==> src/rtl/gb_irq_ctrl.sv <==
// Game Boy style interrupt controller: IF/IE registers, rising-edge capture and lowest-index priority vector.
// Define IRQ_SYNC_EN to pass irq_i through a two-flop synchronizer (adds 2 cycles of set latency).
module gb_irq_ctrl #(
    parameter int          NUM_IRQ = 5,
    parameter logic [15:0] IF_ADDR = 16'hFF0F,
    parameter logic [15:0] IE_ADDR = 16'hFFFF
) (
    input  logic               clk,
    input  logic               reset,
    input  logic [15:0]        addr,
    input  logic [7:0]         data_i,
    input  logic               wren,
    output logic [7:0]         data_o,
    output logic               sel_o,
    input  logic [NUM_IRQ-1:0] irq_i,
    input  logic               clear_interrupt_flag,
    output logic [7:0]         reg_IF,
    output logic [7:0]         reg_IE,
    output logic               irq_pending,
    output logic [15:0]        irq_vector
);

    logic [NUM_IRQ-1:0] r_if;
    logic [NUM_IRQ-1:0] r_prev;
    logic [7:0]         r_ie;

    logic [NUM_IRQ-1:0] w_src;
    logic [NUM_IRQ-1:0] w_rise;
    logic [NUM_IRQ-1:0] w_active;
    logic [NUM_IRQ-1:0] w_if_wr;
    logic [NUM_IRQ-1:0] w_wr_active;
    logic [NUM_IRQ-1:0] w_clr_mask;
    logic [NUM_IRQ-1:0] w_if_next;
    logic [7:0]         w_if_full;
    logic [2:0]         w_idx;
    logic               w_if_sel;
    logic               w_ie_sel;

`ifdef IRQ_SYNC_EN
    logic [NUM_IRQ-1:0] r_sync1;
    logic [NUM_IRQ-1:0] r_sync2;

    always_ff @(posedge clk or negedge reset) begin
        if (!reset) begin
            r_sync1 <= '0;
            r_sync2 <= '0;
        end else begin
            r_sync1 <= irq_i;
            r_sync2 <= r_sync1;
        end
    end

    assign w_src = r_sync2;
`else
    assign w_src = irq_i;
`endif

    assign w_if_sel = (addr == IF_ADDR);
    assign w_ie_sel = (addr == IE_ADDR);
    assign sel_o    = w_if_sel | w_ie_sel;

    assign w_rise   = w_src & ~r_prev;
    assign w_active = r_if & r_ie[NUM_IRQ-1:0];

    // CPU write lands first, the acknowledge then clears the lowest enabled bit of the written value.
    always_comb begin
        w_if_wr = r_if;
        if (wren && w_if_sel) begin
            w_if_wr = data_i[NUM_IRQ-1:0];
        end
    end

    assign w_wr_active = w_if_wr & r_ie[NUM_IRQ-1:0];
    assign w_clr_mask  = clear_interrupt_flag ? (w_wr_active & (~w_wr_active + NUM_IRQ'(1))) : '0;
    assign w_if_next   = (w_if_wr & ~w_clr_mask) | w_rise;

    always_ff @(posedge clk or negedge reset) begin
        if (!reset) begin
            r_if   <= '0;
            r_prev <= '0;
            r_ie   <= 8'h00;
        end else begin
            r_if   <= w_if_next;
            r_prev <= w_src;
            if (wren && w_ie_sel) begin
                r_ie <= data_i;
            end
        end
    end

    // Scanning downward leaves the lowest set index as the winner.
    always_comb begin
        w_idx = '0;
        for (int i = NUM_IRQ - 1; i >= 0; i--) begin
            if (w_active[i]) begin
                w_idx = 3'(i);
            end
        end
    end

    assign irq_pending = |w_active;
    assign irq_vector  = irq_pending ? (16'h0040 + {10'd0, w_idx, 3'd0}) : 16'h0000;

    always_comb begin
        w_if_full = 8'hFF;
        w_if_full[NUM_IRQ-1:0] = r_if;
    end

    assign reg_IF = w_if_full;
    assign reg_IE = r_ie;

    always_comb begin
        data_o = 8'h00;
        if (w_if_sel) begin
            data_o = w_if_full;
        end else if (w_ie_sel) begin
            data_o = r_ie;
        end
    end

endmodule
==> config.mk <==
export PLATFORM = sky130hd
export DESIGN_NAME = gb_irq_ctrl
export DESIGN_NICKNAME = d
export VERILOG_FILES = /design/src/rtl/gb_irq_ctrl.sv
export SDC_FILE = /design/constraint.sdc
export NUM_CORES = 1
export LEC_CHECK = 0
export CORE_ASPECT_RATIO = 1.5
export CORE_UTILIZATION = 38
export DETAILED_ROUTE_END_ITERATION = 10
export PLACE_DENSITY = 0.93
export SKIP_CTS_REPAIR_TIMING = 1
export SLEW_MARGIN = 20
export SYNTH_ARGS = -nofsm -noshare
export SYNTH_HDL_FRONTEND = slang
export SYNTH_SLANG_ARGS = --single-unit
==> constraint.sdc <==
create_clock -name clk -period 4.1 [get_ports clk]
set_clock_uncertainty 0.15 [all_clocks]
set_input_delay 1.025 -clock clk [delete_from_list [all_inputs] [get_ports clk]]
set_output_delay 1.025 -clock clk [all_outputs]
set_load 0.02 [all_outputs]
# Word-level counts from Yosys, hierarchy flattened
# Index checks and enable logic that the tools add are counted.
# classes
addsub	2
reduce_logical	3
n_eq_ne	2
bitwise	10
n_mux	10
# ops
cell	n
$eq A16 B16 Y1 const B	2
$and A5 B5 Y5	5
$mux W8	3
$mux W3	5
$not A5 Y5	3
$mux W5	2
$add A7 B6 Y8 const A	1
$add A5 B1 Y5 const B	1
$or A5 B5 Y5	1
$reduce_or A5 Y1	1
$logic_and A1 B1 Y1	2
$or A1 B1 Y1	1
# totals
register_bits	18
word_cells	30

# Longest topological paths before layout
# Gate-level depths: netlist (run 1).
# depth
ltp_word	11
ltp_mapped	5
ltp_nobuf	5

# Worst setup path after synthesis (run 1)
# Ideal clock, no wire load.
# synth_timing
path_type	input port to output port
from	input addr[4]
to	output data_o[0]
slack_ns	0.612
stages	4
path_buffers	1
arrival_ns	2.313
required_time_ns	2.925
cell_sequence	or4_4 -> nor4_4 -> buf_2 -> a22o_1
# synth_via
elab_chain_len	3
# synth_lines
element	line_no	text
start, declared	10	input logic [15:0] addr,
$eq A16 B16 Y1	59	assign w_ie_sel = (addr == IE_ADDR);
$mux W8	116	end else if (w_ie_sel) begin
$mux W8 (*)	114	if (w_if_sel) begin
end, declared	13	output logic [7:0] data_o,
# Mark *: on every way between the ends. The rest lies on a longest branch, timed or not.

# Worst setup path after layout (run 1)
# layout_timing
from	input addr[5]
to	output data_o[0]
# Same word-level chain as after synthesis.

==> impl_metrics.json, run 1 <==
{
  "setup_viol": 0,
  "final_cell_mix": "clkdlybuf4s50_1, dfrtp_1, conb_1, nand2_1, dlymetal6s2s_1",
  "crit_family": "buffers and inverters",
  "final_cells": 209,
  "synth_area_um2": 1100,
  "synth.area.top_cells": "dfrtp_1, buf_4, mux2_2",
  "hold_violations": 0,
  "ant_nets": 0,
  "p_total_mw": 0.382,
  "nets": 206,
  "synthCells": 111,
  "power_density_nw_per_um2": 217,
  "synth_warnings": 0,
  "via_per_inst": 5.18,
  "ys_ff_latch": 18,
  "regArea_um2": 450,
  "slowest_delay_ps": 540,
  "critPathSlowestCell": "or4_4",
  "async_flop_share": 1.00,
  "drive_above_1_share": 0.110,
  "post-dp-hpwl_um": 2360,
  "min-delay-start": "r_prev[3]$_DFF_PN0_",
  "drc": 0,
  "crit_required_ps": 2920,
  "worstSetupEndpointType": "output port",
  "ir_drop_mv": 0.258,
  "die_y_um": 68.0,
  "antenna_found_initial": 0,
  "clock_path_buffers": 2,
  "gp_congestion": 0.873,
  "rows": 23,
  "hold_path_end": "r_if[3]$_DFF_PN0_",
  "fin_crit_ps": 3920,
  "worstReg2RegStart": "reg_IE[1]$_DFFE_PN0P_",
  "core_area_um2": 2710,
  "grt_setup_unrepaired": "false",
  "wl_per_cell_um": 14.7,
  "clock_latency_ps": 260,
  "ys_seq_area_frac": 0.409,
  "fp.dieW_um": 46.0,
  "p_leak_nw": 0.962,
  "io_pins": 75,
  "detail_route.wirelength_um": 3060,
  "crit_path_max_fanout": 12,
  "htree_num_levels": 1,
  "initial_core_util": 0.407,
  "worst-slew-pin-transition_ps": 800,
  "cts_buffers": 3,
  "root_buffer": "clkbuf_8",
  "crit_buf_inv": 3,
  "syn_avg_cell_area_um2": 9.93,
  "start_kind": "primary input",
  "fin_tns_setup_ps": 0,
  "overflow": 0,
  "port_buffers": 59,
  "vias": 1082,
  "holdPathStages": 1,
  "slew_headroom": 0.465,
  "drt_iter0_drc": 32,
  "synth_ff_type": "dfrtp_1",
  "dp.cells": 205,
  "fin_crit_sh": 0.955,
  "grt_usage": 0.206,
  "dr.pass1.iters": 5,
  "synth_cell_types": 30,
  "areaGrowthSynthToFinish_pct": 59.9,
  "r2r_end": "r_if[3]$_DFF_PN0_",
  "clkTransAtPathRegs_ps": 70,
  "synth-edff-count": 0,
  "grt_pass1_vias": 1075,
  "clock-sinks": 18,
  "grt_max_degree": 19,
  "die_area_um2": 3120,
  "cp_data_arrival_time_ps": 2740,
  "maxCapViolCount": 0,
  "rr_worst_depth": 5,
  "reg2reg_slack_ps": 2310,
  "synth_top_cell_by_area": "dfrtp_1",
  "synth_top_cell_area_share": 0.409,
  "path_cells": "clkdlybuf4s50_1 -> or4_4 -> nor4_4 -> buf_6 -> a22o_1 -> dlymetal6s2s_1",
  "grt_pass1_wl_um": 4620,
  "slew_viol_final": 0,
  "status": "finished clean",
  "fillerInstances": 214,
  "hold_class": "flip-flop to flip-flop",
  "n_antenna_cell": 0,
  "final_common_cell": "clkdlybuf4s50_1",
  "cts_tree": "built",
  "multiInputGateArea_um2": 557,
  "clock.fmax_mhz": 255,
  "crit_type": "primary input to output port"
}
report_power, final:
part           switching (mW)  internal (mW)  total, mW
Combinational          0.0272         0.0294     0.0566
Sequential           0.000915          0.180      0.181
Clock                  0.0587         0.0854      0.144
Total                  0.0869          0.295      0.382
registers in the layout, summed over array words and instances (netlist names):
signal,cells
r_if,5
r_prev,5
reg_IE,8
cells in the mapped netlist (4+ instances only):
master    n
nand4_1   6
mux2_2    8
buf_4    16
dfrtp_1  18
o22ai_1   4
inv_1     4
a22o_1    5
nand2_1  11
metrics by stage:
stage,hold WS (ps),setup slack [ps],instance area [µm²],utilization
floorplan,260,612,1150,-
global placement,263,-170,1680,0.622
detailed placement,269,-209,1680,0.622
CTS,279,-225,1740,0.642
global route,307,119,1760,0.652
finish,280,184,1760,0.652
kinds of logic after synthesis:
| logic type | Yosys count | share of synthesized area |
|---|---|---|
| AO/OA/AOI/OAI | 25 | 0.167 |
| buffers and inverters | 22 | 0.131 |
| flip-flops | 18 | 0.409 |
| multiplexers | 11 | 0.109 |
| other | 2 | 0.00681 |
| AND/OR/NAND/NOR | 33 | 0.178 |
worst max path at each step:
| stage | start | to | cells after the start | slack, ps |
|---|---|---|---|---|
| final | addr[5] | data_o[0] | 6 | 180 |
| after floorplan | addr[4] | data_o[0] | 4 | 610 |
| after CTS | addr[4] | data_o[0] | 6 | -220 |
| after detailed placement | addr[5] | data_o[2] | 6 | -210 |
| after global placement | addr[5] | data_o[0] | 6 | -170 |
| after global routing | addr[5] | data_o[1] | 6 | 120 |
cell type report:
cell class,instances,area share
Multi-Input combinational cell,84,0.316
Clock buffer,4,0.0312
Sequential cell,18,0.256
Tap cell,37,0.0263
Inverter,4,0.00852
Timing Repair Buffer,62,0.363
metal layers:
metal  GRT usage  vias up  routed length (µm)
met1       0.217      503                1090
li1            -      499                   -
met2       0.368       72                1590
met5           0        -                   0
met3      0.0501        8                 312
met4      0.0956        0                  73
worst register-to-register path, delay by kind of cell, from the launching register on:
family          cells  cell delay [ps]
compound gates      4              940
flops               1              460
simple gates        1              130
No activity file was read; power rests on OpenSTA's default activity.
==> run 2: changes to the inputs <==
Settings changed: CORE_UTILIZATION 38 to 32, PLACE_DENSITY 0.93 to 0.85.
Clock period 4.1 ns to 3.5 ns, I/O delays scaled along.
==> run 2 against run 1 <==
Net effect: core utilization shrank 8.7 points; design area grew 3.2%; largest power group unchanged; sequential power grew 17%; first-iteration DRC count shrank 50%; critical endpoint is now data_o[2]; global-route usage shrank 3.3 points.
==> impl_metrics.json, run 2 (same netlist as run 1, synthesis figures left out) <==
{
  "status": "finished clean",
  "setup_viol": 0,
  "slew_viol_final": 0,
  "cts_buffers": 3,
  "core_area_um2": 3220,
  "fin_crit_sh": 0.980,
  "clock_path_buffers": 2,
  "io_pins": 75,
  "internal_power_mw": 0.344,
  "dr.pass1.iters": 4,
  "hold_violations": 0,
  "cp_data_arrival_time_ps": 2400,
  "fin_tns_setup_ps": 0,
  "min-delay-start": "r_prev[2]$_DFF_PN0_",
  "rr_worst_depth": 5,
  "dp.cells": 210,
  "grt_max_degree": 19,
  "clock_latency_ps": 260,
  "rows": 25,
  "n_antenna_cell": 0,
  "fin_crit_ps": 3430,
  "slowest_delay_ps": 540,
  "slew_headroom": 0.471,
  "nets": 212,
  "largest_reg_flops": 8,
  "wl_per_cell_um": 14.5,
  "drive_above_1_share": 0.191,
  "worstReg2RegStart": "reg_IE[1]$_DFFE_PN0P_",
  "areaGrowthSynthToFinish_pct": 65.0,
  "detail_route.wirelength_um": 3160,
  "grt_usage": 0.172,
  "swShare": 0.237,
  "crit_required_ps": 2470,
  "ir_drop_mv": 0.229,
  "final_cell_mix": "clkdlybuf4s50_1, dfrtp_1, conb_1, dlymetal6s2s_1, nand2_1",
  "drc": 0,
  "start_kind": "primary input",
  "vias": 1088,
  "p_switching_mw": 0.107,
  "htree_num_levels": 1,
  "power_density_nw_per_um2": 248,
  "worstSetupEndpointType": "output port",
  "power_frac_clock": 0.386,
  "critPathSlowestCell": "or4_4",
  "post-dp-hpwl_um": 2150,
  "crit_type": "primary input to output port",
  "regArea_um2": 450,
  "crit_family": "simple AND/OR/NAND/NOR gates",
  "grt_pass1_wl_um": 4660,
  "grt_pass1_vias": 1027,
  "holdPathStages": 1,
  "die_y_um": 73.9,
  "hold_class": "flip-flop to flip-flop",
  "grt_setup_unrepaired": "false",
  "overflow": 0,
  "final_common_cell": "clkdlybuf4s50_1",
  "maxCapViolCount": 0,
  "reg2reg_slack_ps": 1710,
  "ant_nets": 0,
  "via_per_inst": 4.99,
  "path_cells": "dlymetal6s2s_1 -> or4_4 -> nor4_4 -> clkbuf_16 -> a22o_1 -> buf_6",
  "fin_util": 0.565,
  "worst-slew-pin-transition_ps": 791,
  "fin_ws_ps": 71.4,
  "crit_start": "addr[7]",
  "comb_power_share": 0.144,
  "crit_buf_inv": 3,
  "clock-sinks": 18,
  "p_seq_frac": 0.469,
  "fp.dieW_um": 49.9,
  "hold_path_end": "r_if[2]$_DFF_PN0_",
  "clkTransAtPathRegs_ps": 70,
  "die_area_um2": 3690,
  "final_cells": 218,
  "p_leak_nw": 0.955,
  "p_total_mw": 0.451,
  "drt_iter0_drc": 16,
  "multiInputGateArea_um2": 557,
  "antenna_found_initial": 0,
  "cts_tree": "built",
  "initial_core_util": 0.342,
  "dp_slack_ps": -496,
  "port_buffers": 59,
  "r2r_end": "r_if[3]$_DFF_PN0_",
  "clock.fmax_mhz": 292,
  "root_buffer": "clkbuf_8",
  "fillerInstances": 292,
  "gp_congestion": 0.844,
  "crit_path_max_fanout": 5
}
## run 2: worst max path at each step
stage	endpoint	slack, ps	cells after the start
finish	data_o[2]	70	6
global route	data_o[2]	40	6
CTS	data_o[1]	-510	6
detailed placement	data_o[0]	-500	6
global placement	data_o[0]	-480	6
floorplan	data_o[0]	310	4
## run 2: routing by layer
| metal | vias to the layer above | share of wire | GRT usage |
|---|---|---|---|
| met5 | - | 0 | 0 |
| met4 | 0 | 0.018 | 0.0889 |
| met3 | 5 | 0.064 | 0.0248 |
| met2 | 55 | 0.52 | 0.312 |
| met1 | 514 | 0.40 | 0.193 |
| li1 | 514 | - | - |
## run 2: metrics by stage
stage / instance area [µm²] / hold WS [ps]
after floorplan: 1150 / 260
after global routing: 1820 / 295
after detailed placement: 1710 / 274
after global placement: 1710 / 263
final: 1820 / 284
after CTS: 1770 / 284
## run 2: final cells by class
| type | count | area share |
|---|---|---|
| sequential | 18 | 0.248 |
| clock buffer | 4 | 0.0303 |
| multi-input combinational | 84 | 0.306 |
| tap | 40 | 0.0275 |
| timing repair buffer | 68 | 0.380 |
| inverter | 4 | 0.00825 |
## run 2: power groups by stage
stage / Clock, mW / Combinational [mW] / Sequential [mW]
global route: 0.184 / 0.0708 / 0.212
finish: 0.174 / 0.0652 / 0.212
floorplan: 0 / 0.0342 / 0.216
global placement: 0 / 0.0656 / 0.216
detailed placement: 0 / 0.0666 / 0.216
CTS: 0.175 / 0.0669 / 0.212
